### src/rtl/exhaustive_sweeper_if.sv
// Stimulus/response bundle between the exhaustive sweeper and the environment
// that owns the DUT and its golden model.
interface exhaustive_sweeper_if #(
  parameter int unsigned IN_W  = 3,
  parameter int unsigned OUT_W = 6
);
  logic              start;
  logic [1:0]        mode;
  logic [IN_W-1:0]   stim;
  logic [OUT_W-1:0]  resp;
  logic [OUT_W-1:0]  expected;
  logic              busy;
  logic              done;
  logic              sample_valid;
  logic [IN_W-1:0]   sample_vec;
  logic              mismatch;
  logic [IN_W:0]     err_count;
  logic              fail_seen;
  logic [IN_W-1:0]   first_fail_vec;

  modport master (
    input  start, mode, resp, expected,
    output stim, busy, done, sample_valid, sample_vec, mismatch,
           err_count, fail_seen, first_fail_vec
  );

  modport slave (
    output start, mode, resp, expected,
    input  stim, busy, done, sample_valid, sample_vec, mismatch,
           err_count, fail_seen, first_fail_vec
  );
endinterface

### src/rtl/exhaustive_sweeper.sv
// Walks all 2^IN_W stimulus vectors in a selectable order, holds each for DWELL
// cycles and scores the DUT response against the golden value at the end of each dwell.
module exhaustive_sweeper #(
  parameter int unsigned IN_W  = 3,
  parameter int unsigned OUT_W = 6,
  parameter int unsigned DWELL = 4
) (
  input  logic                 clk,
  input  logic                 rst_n,
  exhaustive_sweeper_if.master bus
);

  localparam int unsigned CNT_W = (DWELL > 1) ? $clog2(DWELL) : 1;
  localparam int unsigned ERR_W = IN_W + 1;

  typedef enum logic [1:0] {S_IDLE, S_DRIVE, S_DONE} state_e;

  state_e            state_q, state_d;
  logic [1:0]        mode_q, mode_d;
  logic [IN_W-1:0]   idx_q, idx_d;
  logic [CNT_W-1:0]  cnt_q, cnt_d;
  logic [IN_W-1:0]   stim_q, stim_d;
  logic              busy_q, busy_d;
  logic              done_q, done_d;
  logic              sv_q, sv_d;
  logic [IN_W-1:0]   svec_q, svec_d;
  logic              mis_q, mis_d;
  logic [ERR_W-1:0]  err_q, err_d;
  logic              fail_q, fail_d;
  logic [IN_W-1:0]   ffv_q, ffv_d;

  logic [OUT_W-1:0]  diff_c;
  logic              last_dwell_c;
  logic              last_idx_c;

  // Sweep order: ascending, descending (bitwise complement) or reflected Gray.
  function automatic logic [IN_W-1:0] map_idx(input logic [IN_W-1:0] i, input logic [1:0] m);
    case (m)
      2'b01:   map_idx = ~i;
      2'b10:   map_idx = i ^ (i >> 1);
      default: map_idx = i;
    endcase
  endfunction

  assign diff_c       = bus.resp ^ bus.expected;
  assign last_dwell_c = (cnt_q == CNT_W'(DWELL - 1));
  assign last_idx_c   = (idx_q == '1);

  always_ff @(posedge clk or negedge rst_n) begin
    if (!rst_n) begin
      state_q <= S_IDLE;
      mode_q  <= '0;
      idx_q   <= '0;
      cnt_q   <= '0;
      stim_q  <= '0;
      busy_q  <= 1'b0;
      done_q  <= 1'b0;
      sv_q    <= 1'b0;
      svec_q  <= '0;
      mis_q   <= 1'b0;
      err_q   <= '0;
      fail_q  <= 1'b0;
      ffv_q   <= '0;
    end else begin
      state_q <= state_d;
      mode_q  <= mode_d;
      idx_q   <= idx_d;
      cnt_q   <= cnt_d;
      stim_q  <= stim_d;
      busy_q  <= busy_d;
      done_q  <= done_d;
      sv_q    <= sv_d;
      svec_q  <= svec_d;
      mis_q   <= mis_d;
      err_q   <= err_d;
      fail_q  <= fail_d;
      ffv_q   <= ffv_d;
    end
  end

  always_comb begin
    state_d = state_q;
    case (state_q)
      S_IDLE, S_DONE: if (bus.start) state_d = S_DRIVE;
      S_DRIVE:        if (last_dwell_c && last_idx_c) state_d = S_DONE;
      default:        state_d = S_IDLE;
    endcase
  end

  // Datapath next values; the final sample and the DONE flag land in the same cycle.
  always_comb begin
    mode_d = mode_q;
    idx_d  = idx_q;
    cnt_d  = cnt_q;
    stim_d = stim_q;
    sv_d   = 1'b0;
    svec_d = svec_q;
    mis_d  = 1'b0;
    err_d  = err_q;
    fail_d = fail_q;
    ffv_d  = ffv_q;
    case (state_q)
      S_IDLE, S_DONE: begin
        if (bus.start) begin
          mode_d = bus.mode;
          idx_d  = '0;
          cnt_d  = '0;
          stim_d = map_idx('0, bus.mode);
          err_d  = '0;
          fail_d = 1'b0;
          ffv_d  = '0;
        end
      end
      S_DRIVE: begin
        if (last_dwell_c) begin
          sv_d   = 1'b1;
          svec_d = stim_q;
          mis_d  = |diff_c;
          if (|diff_c) begin
            err_d  = err_q + ERR_W'(1);
            fail_d = 1'b1;
            if (!fail_q) ffv_d = stim_q;
          end
          if (!last_idx_c) begin
            idx_d  = idx_q + 1'b1;
            cnt_d  = '0;
            stim_d = map_idx(idx_q + 1'b1, mode_q);
          end
        end else begin
          cnt_d = cnt_q + 1'b1;
        end
      end
      default: ;
    endcase
    busy_d = (state_d == S_DRIVE);
    done_d = (state_d == S_DONE);
  end

  assign bus.stim           = stim_q;
  assign bus.busy           = busy_q;
  assign bus.done           = done_q;
  assign bus.sample_valid   = sv_q;
  assign bus.sample_vec     = svec_q;
  assign bus.mismatch       = mis_q;
  assign bus.err_count      = err_q;
  assign bus.fail_seen      = fail_q;
  assign bus.first_fail_vec = ffv_q;

endmodule

### src/flat_wrapper.sv
// flat-port wrapper written by rule: the top's interface ports become plain ports
module exhaustive_sweeper_flat 
#(
  parameter int unsigned IN_W  = 3,
  parameter int unsigned OUT_W = 6,
  parameter int unsigned DWELL = 4
)
  (clk, rst_n, bus_start, bus_mode, bus_resp, bus_expected, bus_stim, bus_busy, bus_done, bus_sample_valid, bus_sample_vec, bus_mismatch, bus_err_count, bus_fail_seen, bus_first_fail_vec);
  exhaustive_sweeper_if #(.IN_W(IN_W), .OUT_W(OUT_W)) bus_i ();
  input  logic clk;
  input  logic rst_n;
  input wire logic [$bits(bus_i.start)-1:0] bus_start;
  input wire logic [$bits(bus_i.mode)-1:0] bus_mode;
  input wire logic [$bits(bus_i.resp)-1:0] bus_resp;
  input wire logic [$bits(bus_i.expected)-1:0] bus_expected;
  output wire logic [$bits(bus_i.stim)-1:0] bus_stim;
  output wire logic [$bits(bus_i.busy)-1:0] bus_busy;
  output wire logic [$bits(bus_i.done)-1:0] bus_done;
  output wire logic [$bits(bus_i.sample_valid)-1:0] bus_sample_valid;
  output wire logic [$bits(bus_i.sample_vec)-1:0] bus_sample_vec;
  output wire logic [$bits(bus_i.mismatch)-1:0] bus_mismatch;
  output wire logic [$bits(bus_i.err_count)-1:0] bus_err_count;
  output wire logic [$bits(bus_i.fail_seen)-1:0] bus_fail_seen;
  output wire logic [$bits(bus_i.first_fail_vec)-1:0] bus_first_fail_vec;
  assign bus_i.start = bus_start;
  assign bus_i.mode = bus_mode;
  assign bus_i.resp = bus_resp;
  assign bus_i.expected = bus_expected;
  assign bus_stim = bus_i.stim;
  assign bus_busy = bus_i.busy;
  assign bus_done = bus_i.done;
  assign bus_sample_valid = bus_i.sample_valid;
  assign bus_sample_vec = bus_i.sample_vec;
  assign bus_mismatch = bus_i.mismatch;
  assign bus_err_count = bus_i.err_count;
  assign bus_fail_seen = bus_i.fail_seen;
  assign bus_first_fail_vec = bus_i.first_fail_vec;
  exhaustive_sweeper #(.IN_W(IN_W), .OUT_W(OUT_W), .DWELL(DWELL)) u_core (.clk(clk), .rst_n(rst_n), .bus(bus_i));
endmodule
### config.mk
export PLATFORM = sky130hd
export DESIGN_NAME = exhaustive_sweeper_flat
export DESIGN_NICKNAME = d
export VERILOG_FILES = /design/src/rtl/exhaustive_sweeper_if.sv /design/src/rtl/exhaustive_sweeper.sv /design/src/flat_wrapper.sv
export SDC_FILE = /design/constraint.sdc
export NUM_CORES = 1
export LEC_CHECK = 0
export CAP_MARGIN = 25
export CORE_ASPECT_RATIO = 1.1
export CORE_MARGIN = 2
export CORE_UTILIZATION = 35
export DETAILED_ROUTE_END_ITERATION = 10
export GPL_TIMING_DRIVEN = 0
export PLACE_DENSITY_LB_ADDON = 0.3
export REMOVE_ABC_BUFFERS = 1
export SLEW_MARGIN = 20
export SYNTH_ARGS = -nofsm -noshare
export SYNTH_HDL_FRONTEND = slang
export SYNTH_SLANG_ARGS = --single-unit
### constraint.sdc
create_clock -name clk -period 2.03 [get_ports clk]
set_clock_uncertainty 0.2 [all_clocks]
set_input_delay 0.3045 -clock clk [delete_from_list [all_inputs] [get_ports clk]]
set_output_delay 0.3045 -clock clk [all_outputs]
set_load 0.02 [all_outputs]
==> flow_summary_export.csv <==
group,metric,value,unit
timing,setup_violations,0,
worst_hold_path,hp-class,"flop to flop",
timing,fmax,532,MHz
synth,post_synth_num_cell_types,40,
timing,timing.max_slew.rel_slack,59.8,%
synth,synth-async-reset-ratio,100,%
drt,routed_via_density,5.39,
finish,num_antenna_cells,0,
place,post-place-ws,-0.245,ns
finish,area_of_the_multi_input_gates,772,um^2
drt,drt.antenna.violating_nets,0,
timing,max_slew.worst_pin.slew,0.603,ns
floorplanning,floorplan.rows,24,
run_status,outcome,"complete, no violations",
finish,area.sequential,677,um^2
timing,grt_setup_unrepaired,"no",
synth,synth_warnings,0,
cts,worst_setup_hold_path_clk_slew,0.09,ns
critical_path,cp.buffers_inverters,1,
finish,drive_above_1_share,15.3,%
critical_path,cpPeakStageDelay,0.65,ns
finish,post_route_utilization,47.8,%
global_routing,maximum_number_of_pins_on_one_net_before_global_route_repair,28,
timing,final-max-slew-violation-count,0,
synth,ys_dominant_reg_cell,"sky130_fd_sc_hd__dfrtp_1",
cts,worstSkewPairLatency,0.27,ns
synth,largest_cells_by_area_after_synthesis,"sky130_fd_sc_hd__dfrtp_1, sky130_fd_sc_hd__ha_1, sky130_fd_sc_hd__o21ai_0",
finish,layout.cells.most_common,"sky130_fd_sc_hd__clkdlybuf4s50_1",
finish,layout_common_cells,"sky130_fd_sc_hd__clkdlybuf4s50_1, sky130_fd_sc_hd__dfrtp_1, sky130_fd_sc_hd__nand2_1",
global_routing,grt_remaining_overflow,0,
floorplanning,floorplan.initialDensity,37.0,%
critical_path,timing.critical_path.cells,"clkdlybuf4s50_1",
drt,sum_of_routed_wire_length_over_all_layers,3230,um
cts,ctsLongestPathBuffers,2,
place,dp_hpwl,2480,um
critical_path,critical-path-slowest-cell,"sky130_fd_sc_hd__clkdlybuf4s50_1",
drt,dr.first_iter.drc_count,28,
cts,clkSinkCount,27,
job,cap_viol_max_count,0,
global_routing,grtUsageTotal,14.0,%
finish,fill_cells,362,
place,io_buffers,34,
cts,tritoncts.num_buffers,3,
synth,synth.top_cell.area_share,45.4,%
global_routing,antenna_found_initial,0,
synth,synth_area,1490,um^2
floorplanning,fp.dieArea,4790,um^2
drt,drt-wirelength-per-cell,14.6,um
drt,post-route-drc-count,0,
synth,synthDominantAreaCellType,"sky130_fd_sc_hd__dfrtp_1",
drt,detail_route.first_pass.iterations,4,
floorplanning,die_width,66.2,um
timing,fin_crit,1.88,ns
critical_path,crit_type,"flop to output pin",
pwr,cellPowerDensity,1500,nW/um^2
pwr,power.leakage,0.810,nW
critical_path,worstSetupStartpointType,"flop",
finish,syn_to_layout_area_delta,29.4,%
drt,dr_total_vias,1196,
pwr,vdd_drop_max,0.000666,V
place,place_congestion,0.806,
timing,final.setup.worst_slack,0.149,ns
cts,cts_root_buf,"sky130_fd_sc_hd__clkbuf_8",
floorplanning,die_height,72.4,um
synth,synth_area_per_inst,10.9,um^2
critical_path,cp.arrival,1.38,ns
synth,seq_area_frac_synth,45.4,%
cts,cts_tree,"built",
critical_path,path_delay_family,"buffers and inverters",
cts,postCtsSetupBuffers,0,
global_routing,first_global_vias,1222,
timing,finalCritPeriodShare,92.7,%
timing,report.final.hold_viol_count,0,
floorplanning,coreArea,4020,um^2
critical_path,worstPathMaxFanout,5,
floorplanning,io_pins,35,
critical_path,setup.worst_path.end_class,"output pin",
cts,cts_htree_levels,1,
finish,nNetsFinal,194,
critical_path,critical_path_required,1.53,ns
global_routing,grt_first_pass_wirelength,5350,um
synth,ys_ff_latch,27,
synth,postSynthCellCount,136,
synth,count_of_flip_flops_with_a_built_in_enable_after_synthesis,0,
==> sequential cells by signal, summed over array words and instances (netlist names) <==
register and cells:
u_core.bus.stim 3, u_core.bus.sample_vec 3, u_core.bus.mismatch 1, u_core.bus.sample_valid 1
u_core.cnt_q 2, u_core.bus.done 1, u_core.state_q 2, u_core.idx_q 3
u_core.bus.fail_seen 1, u_core.bus.first_fail_vec 3, u_core.mode_q 2, u_core.bus.busy 1
u_core.bus.err_count 4
==> layer usage <==
layer | share of wire [%] | wire (um) | GRT usage [%]
met5 | 0 | 0 | 0
met4 | 2.2 | 72 | 5.67
met3 | 7.1 | 231 | 2.17
met2 | 48 | 1540 | 24.1
met1 | 43 | 1390 | 17.6
==> worst paths after layout <==
path                                               from                       to  slack [ns]  cells after the start
min in group asynchronous                         rst_n         u_core.mode_q[1]        0.38                      2
worst min register to register  u_core.bus.err_count[2]  u_core.bus.err_count[2]        0.30                      1
worst min-delay path            u_core.bus.err_count[2]  u_core.bus.err_count[2]        0.30                      1
worst max register to register          u_core.idx_q[0]       u_core.bus.stim[0]        0.16                      6
worst max-delay path               u_core.bus.fail_seen            bus_fail_seen        0.15                      1
max in group asynchronous                         rst_n          u_core.idx_q[0]        0.83                      2
==> metrics by stage <==
| step | cells | instance area, um^2 | hold WS [ns] | power, mW | setup TNS [ns] |
|---|---|---|---|---|---|
| final | 222 | 1920 | 0.300 | 2.88 | 0 |
| after global routing | 222 | 1920 | 0.324 | 3.10 | 0 |
| after CTS | 222 | 1900 | 0.304 | 2.86 | 0 |
| after detailed placement | 217 | 1850 | 0.145 | 2.56 | -1.63 |
| after global placement | 217 | 1850 | 0.282 | 2.49 | -1.44 |
| after floorplan | 131 | 1450 | -0.191 | 1.99 | 0 |
==> cells in the mapped netlist, drive strengths merged (3+ instances only) <==
cell and count:
nor2 6, nand2 13, nand3 5, inv 4
a32o 3, mux2i 3, nor2b 6, nand2b 3
ha 6, o31ai 3, a31oi 3, o21ai 11
xnor2 4, mux2 4, o211ai 3, dfrtp 27
buf 5, a21oi 7
==> power by group <==
part,total [mW],internal [mW],switching (mW)
clock network,0.298,0.140,0.158
logic,1.62,0.776,0.846
registers,0.958,0.765,0.192
total,2.88,1.68,1.20
==> cell families (layout without fill, tap and decap cells) <==
logic type,Yosys count,in the layout,synth area share (%)
AO/OA/AOI/OAI,40,40,21.6
AND/OR/NAND/NOR,40,40,15.1
flip-flops,27,27,45.4
buffers and inverters,10,44,4.04
multiplexers,7,7,5.30
adder cells (fa/ha/maj),6,6,5.05
XOR/XNOR,6,6,3.53
==> final cells by class <==
cell class	instances	share of cell area [%]
repair buffers	35	17.9
inverters	5	1.04
flip-flops and latches	27	35.2
well taps	52	3.38
multi-input cells	99	40.1
clock buffers	4	2.34
==> what timing repair did <==
| item | 4_1_cts | 5_1_grt |
|---|---|---|
| hold endpoints to repair | 27 | 0 |
| setup endpoints to repair | 0 | 10 |
| resized for setup | 0 | 5 |
| hold buffers | 1 | 0 |
(Power assumes the default switching activity.)
